`config.mk`:
```
export PLATFORM = sky130hd
export DESIGN_NAME = rf_writeback_ctrl
export DESIGN_NICKNAME = d
export VERILOG_FILES = /design/src/rtl/rf_writeback_ctrl.sv
export SDC_FILE = /design/constraint.sdc
export NUM_CORES = 1
export LEC_CHECK = 0
export ABC_AREA = 0
export ABC_CLOCK_PERIOD_IN_PS = 6100
export CAP_MARGIN = 25
export CORE_MARGIN = 2
export CORE_UTILIZATION = 33
export CTS_CLUSTER_SIZE = 14
export DETAILED_ROUTE_END_ITERATION = 10
export PLACE_DENSITY = 0.54
export SKIP_LAST_GASP = 1
export SYNTH_ARGS = -nofsm -noshare
export SYNTH_HDL_FRONTEND = slang
export SYNTH_SLANG_ARGS = --single-unit
```
`constraint.sdc`:
```
create_clock -name clk -period 6.1 [get_ports clk]
set_input_delay 0.61 -clock clk [delete_from_list [all_inputs] [get_ports clk]]
set_output_delay 0.61 -clock clk [all_outputs]
set_load 0.05 [all_outputs]
```
`src/rtl/rf_writeback_ctrl.sv`:
```
// Writeback arbiter for the 32x32 register file: ALU results and FIFO-buffered load results
// share one registered write port. Optional forwarding ports are enabled by RF_WB_FWD_EN.
module rf_writeback_ctrl #(
  parameter int DEPTH        = 4,
  parameter int STARVE_LIMIT = 3
) (
  input  logic                       clk,
  input  logic                       reset,
  input  logic                       alu_valid,
  input  logic [4:0]                 alu_rd,
  input  logic [31:0]                alu_data,
  output logic                       alu_ready,
  input  logic                       mem_valid,
  input  logic [4:0]                 mem_rd,
  input  logic [31:0]                mem_data,
  output logic                       mem_ready,
  output logic [4:0]                 rf_write_addr,
  output logic [31:0]                rf_write_data,
  output logic                       rf_reg_write,
  output logic [$clog2(DEPTH):0]     fifo_count,
  output logic                       busy
`ifdef RF_WB_FWD_EN
  ,
  input  logic [4:0]                 fwd_addr_1,
  input  logic [4:0]                 fwd_addr_2,
  output logic                       fwd_hit_1,
  output logic                       fwd_hit_2,
  output logic [31:0]                fwd_data
`endif
);

  localparam int AW = $clog2(DEPTH);
  localparam int CW = AW + 1;
  localparam int SW = $clog2(STARVE_LIMIT + 1);
  localparam logic [CW-1:0] FULL_CNT   = CW'(DEPTH);
  localparam logic [SW-1:0] STARVE_MAX = SW'(STARVE_LIMIT);

  // Handshakes: a transfer happens in a cycle where valid && ready are both high at the
  // rising edge; producers hold rd/data stable while valid is high and ready is low.

  logic [36:0]   fifo_mem [DEPTH];
  logic [AW-1:0] wr_ptr;
  logic [AW-1:0] rd_ptr;
  logic [SW-1:0] starve_cnt;
  logic          empty;
  logic          full;
  logic          push;
  logic          pop;
  logic          force_mem;
  logic          grant_alu;
  logic          grant_mem;
  logic [4:0]    head_rd;
  logic [31:0]   head_data;

  assign empty     = (fifo_count == '0);
  assign full      = (fifo_count == FULL_CNT);
  assign mem_ready = !full;
  assign push      = mem_valid && mem_ready;
  assign head_rd   = fifo_mem[rd_ptr][36:32];
  assign head_data = fifo_mem[rd_ptr][31:0];

  // Starved FIFO head wins even over a waiting ALU result.
  assign force_mem = (starve_cnt == STARVE_MAX) && !empty;
  assign grant_alu = alu_valid && !force_mem;
  assign grant_mem = force_mem || (!alu_valid && !empty);
  assign pop       = grant_mem;
  assign alu_ready = grant_alu;
  assign busy      = !empty || rf_reg_write;

  always_ff @(posedge clk) begin
    if (push) fifo_mem[wr_ptr] <= {mem_rd, mem_data};
  end

  always_ff @(posedge clk or posedge reset) begin
    if (reset) begin
      wr_ptr     <= '0;
      rd_ptr     <= '0;
      fifo_count <= '0;
    end else begin
      if (push) wr_ptr <= wr_ptr + AW'(1);
      if (pop)  rd_ptr <= rd_ptr + AW'(1);
      case ({push, pop})
        2'b10:   fifo_count <= fifo_count + CW'(1);
        2'b01:   fifo_count <= fifo_count - CW'(1);
        default: fifo_count <= fifo_count;
      endcase
    end
  end

  always_ff @(posedge clk or posedge reset) begin
    if (reset) begin
      starve_cnt <= '0;
    end else if (empty || grant_mem) begin
      starve_cnt <= '0;
    end else if (starve_cnt != STARVE_MAX) begin
      starve_cnt <= starve_cnt + SW'(1);
    end
  end

  // x0 writes are consumed but never strobe the register file.
  always_ff @(posedge clk or posedge reset) begin
    if (reset) begin
      rf_write_addr <= '0;
      rf_write_data <= '0;
      rf_reg_write  <= 1'b0;
    end else if (grant_mem) begin
      rf_write_addr <= head_rd;
      rf_write_data <= head_data;
      rf_reg_write  <= (head_rd != 5'd0);
    end else if (grant_alu) begin
      rf_write_addr <= alu_rd;
      rf_write_data <= alu_data;
      rf_reg_write  <= (alu_rd != 5'd0);
    end else begin
      rf_reg_write  <= 1'b0;
    end
  end

`ifdef RF_WB_FWD_EN
  assign fwd_hit_1 = rf_reg_write && (fwd_addr_1 == rf_write_addr) && (fwd_addr_1 != 5'd0);
  assign fwd_hit_2 = rf_reg_write && (fwd_addr_2 == rf_write_addr) && (fwd_addr_2 != 5'd0);
  assign fwd_data  = rf_write_data;
`endif

endmodule

```
==> impl_metrics.tcl <==
set metrics [dict create \
    stdcell_area_um2 9753 \
    rsz0062_at_grt "false" \
    fin_crit_ns 3.958 \
    dp.final_hpwl_um 10270 \
    htreeDepth 4 \
    synth_area_leaders "edfxtp_1 59%, dfrtp_1 16%, mux4_2 11%" \
    worst_setup_path_start_kind "flop" \
    synthAdderAreaFrac_pct 1.264 \
    nets 585 \
    synthMuxAreaShare_pct 11.36 \
    fin_setup_tns_ns 0 \
    gp_congestion 0.7183 \
    syn_area_um2 7525 \
    yosys_warnings 0 \
    fin_crit_sh_pct 64.89 \
    crit_path_end_kind "output port" \
    grt_pass1_wl_um 25560 \
    grt_util_all_layers_pct 14.36 \
    die_w_um 155.0 \
    synth_edf_count 148 \
    io_pins 122 \
    worst_pin_slew_ns 0.8499 \
    synth_ff_type "edfxtp_1" \
    hp-class "reg2reg" \
    crit_arrival_ns 3.35 \
    crit_start "fifo_count[0]" \
    setup_viol 0 \
    dieArea_um2 24030 \
    first_global_vias 4440 \
    ys_seq_area_share_pct 74.69 \
    area_growth_syn_to_layout_pct 29.61 \
    antenna_found_initial 0 \
    timing.fmax_mhz 252.6 \
    status "finished, final reports clean" \
    worstPathRequired_ns 5.49 \
    die_y_um 155.0 \
    postCtsResizedCells 0 \
    reg2reg_slack_ns 3.61 \
    vias 4016 \
    yosysUniqueCellTypes 31 \
    leakage_nw 3.470 \
    async_reset_ff_share_pct 24.10 \
    synth_common_cells "148 x edfxtp_1, 47 x dfrtp_1, 41 x and3_1" \
    vias_per_cell 5.026 \
    grt_max_degree 48 \
    endpoint "alu_ready" \
    synth_top_family_by_area "multiplexers" \
    power_density_nw_per_um2 503.1 \
    hold_buffers 0 \
    initial_core_util_pct 33.44 \
    clockRootBuffer "clkbuf_16" \
    core_um2 22500 \
    max-cap-violations 0 \
    synthSimpleGateAreaFrac_pct 4.623 \
    ir_drop_uv 240.8 \
    postRouteAntennaNets 0 \
    met2_usage_pct 23.49 \
    grt_overflow 0 \
    reg2reg_from "fifo_count[0]" \
    finalHoldViolCount 0 \
    r2r_end "rf_write_data[18]" \
    syn_nets 460 \
    grt_util_met3_pct 3.593 \
    drv_slew 0 \
    wl_um 16690 \
    crit_fanout 42 \
    worstSetupPathType "reg2out" \
    cts_sinks 195 \
    drc 0 \
    placement.io_buffers 121 \
    grtUsageMet1_pct 18.75 \
    clkLatencyLatePin_ns 0.42 \
    relSlewSlack_pct 43.34 \
    netlist_instances 375 \
    busiest_layer "met2" \
    final_core_util_pct 43.34 \
    netlist.area_leader.share_pct 59.06 \
    r2r_cells 4 \
    post_cts_buffers 0 \
    synth_compound_area_share_pct 5.471 \
    cts_buffers 17 \
    drt-initial-drc-count 233 \
    path_clk_slew_ns 0.07 \
    yosysTopAreaCell "edfxtp_1" \
    dr.pass1.iters 4 \
    synth_most_common_cell "edfxtp_1" \
    post_dp_cell_area_um2 9110 \
    rows 55 \
    layout-drive-gt1-share_pct 16.57 \
    cts_tree "yes" \
    fin_skew_ns 0.008396 \
    synth_xor_area_share_pct 0.6984 \
    synth-seq-cells 195 \
    avgSynthCellArea_um2 20.07 \
    clock_path_buffers 2 \
    wl_per_cell_um 20.89 \
]
==> worst min path at each step <==
stage | slack, ns | to | startpoint | cells after the start
floorplan | 0.42 | starve_cnt[0] | starve_cnt[0] | 1
global placement | 0.43 | starve_cnt[0] | starve_cnt[0] | 1
detailed placement | 0.45 | starve_cnt[0] | starve_cnt[0] | 1
CTS | 0.46 | starve_cnt[0] | starve_cnt[0] | 1
global route | 0.48 | starve_cnt[0] | starve_cnt[0] | 1
finish | 0.47 | starve_cnt[0] | starve_cnt[0] | 1
==> flip-flops by register name, indices dropped and copies added (netlist names) <==
register,cells
fifo_mem,148
rf_write_data,32
rf_write_addr,5
fifo_count,3
rd_ptr,2
starve_cnt,2
wr_ptr,2
rf_reg_write,1
==> placed cells by master (no fill, tap or decap), types with 2 or more instances in the layout <==
cell type / n
and3_1: 37
clkdlybuf4s50_1: 121
and3_2: 4
nor3_1: 2
ha_1: 6
clkbuf_16: 17
buf_12: 5
nand3_1: 2
clkinvlp_4: 3
xor2_1: 3
edfxtp_1: 148
clkinv_4: 4
bufinv_16: 3
inv_1: 6
xnor2_1: 3
nor2_1: 2
clkinv_1: 3
mux4_2: 37
a221o_1: 37
buf_16: 2
dfrtp_1: 45
==> per-layer routing <==
layer / wire, um / vias to the layer above / share of wire (%)
met2: 8239 / 106 / 49
met4: 229 / 0 / 1.4
li1: - / 1812 / -
met5: 0 / - / 0
met1: 7320 / 2084 / 44
met3: 904 / 14 / 5.4
==> critical path, stage by stage (launching register included) <==
cell and delay, ns:
dfrtp_1 0.44, or3_2 0.89, a21boi_4 0.67, clkdlybuf4s50_1 0.93
==> logic make-up (layout without fill, tap and decap cells) <==
kind of cell | after synthesis | in the layout
AOI/OAI and AO/OA | 41 | 41
xor gates and xnor gates | 6 | 6
DFF | 195 | 195
other | 0 | 1
adders and majority gates | 7 | 7
and+or+nand+nor | 57 | 57
muxes | 39 | 39
buffers and inverters | 30 | 168
==> power by group <==
group          total (mW)  switching (mW)  internal [mW]
Sequential           2.03           0.229           1.80
Combinational        1.76           0.992          0.771
Clock                1.12           0.473          0.642
==> area by class of cell <==
class / instances / area (um2)
sequential: 195 / 5625
clock inverter: 14 / 163.9
multi-input combinational: 150 / 1775
antenna: 1 / 2.502
timing repair buffer: 129 / 1374
fill: 1946 / 12750
clock buffer: 18 / 429.2
inverter: 7 / 26.28
tap: 285 / 356.6
==> per-stage QoR <==
step | power [mW] | worst slack (ns) | hold WS [ns] | std cells
4_1_cts | 4.963 | 2.089 | 0.4618 | 796
6_report | 4.907 | 2.142 | 0.4706 | 799
3_5_place_dp | 3.844 | 2.553 | 0.4528 | 764
3_3_place_gp | 3.763 | 2.187 | 0.4285 | 759
5_1_grt | 5.143 | 2.017 | 0.4840 | 798
2_1_floorplan | 3.208 | 3.392 | 0.4192 | 375
(Power assumes the default switching activity.)
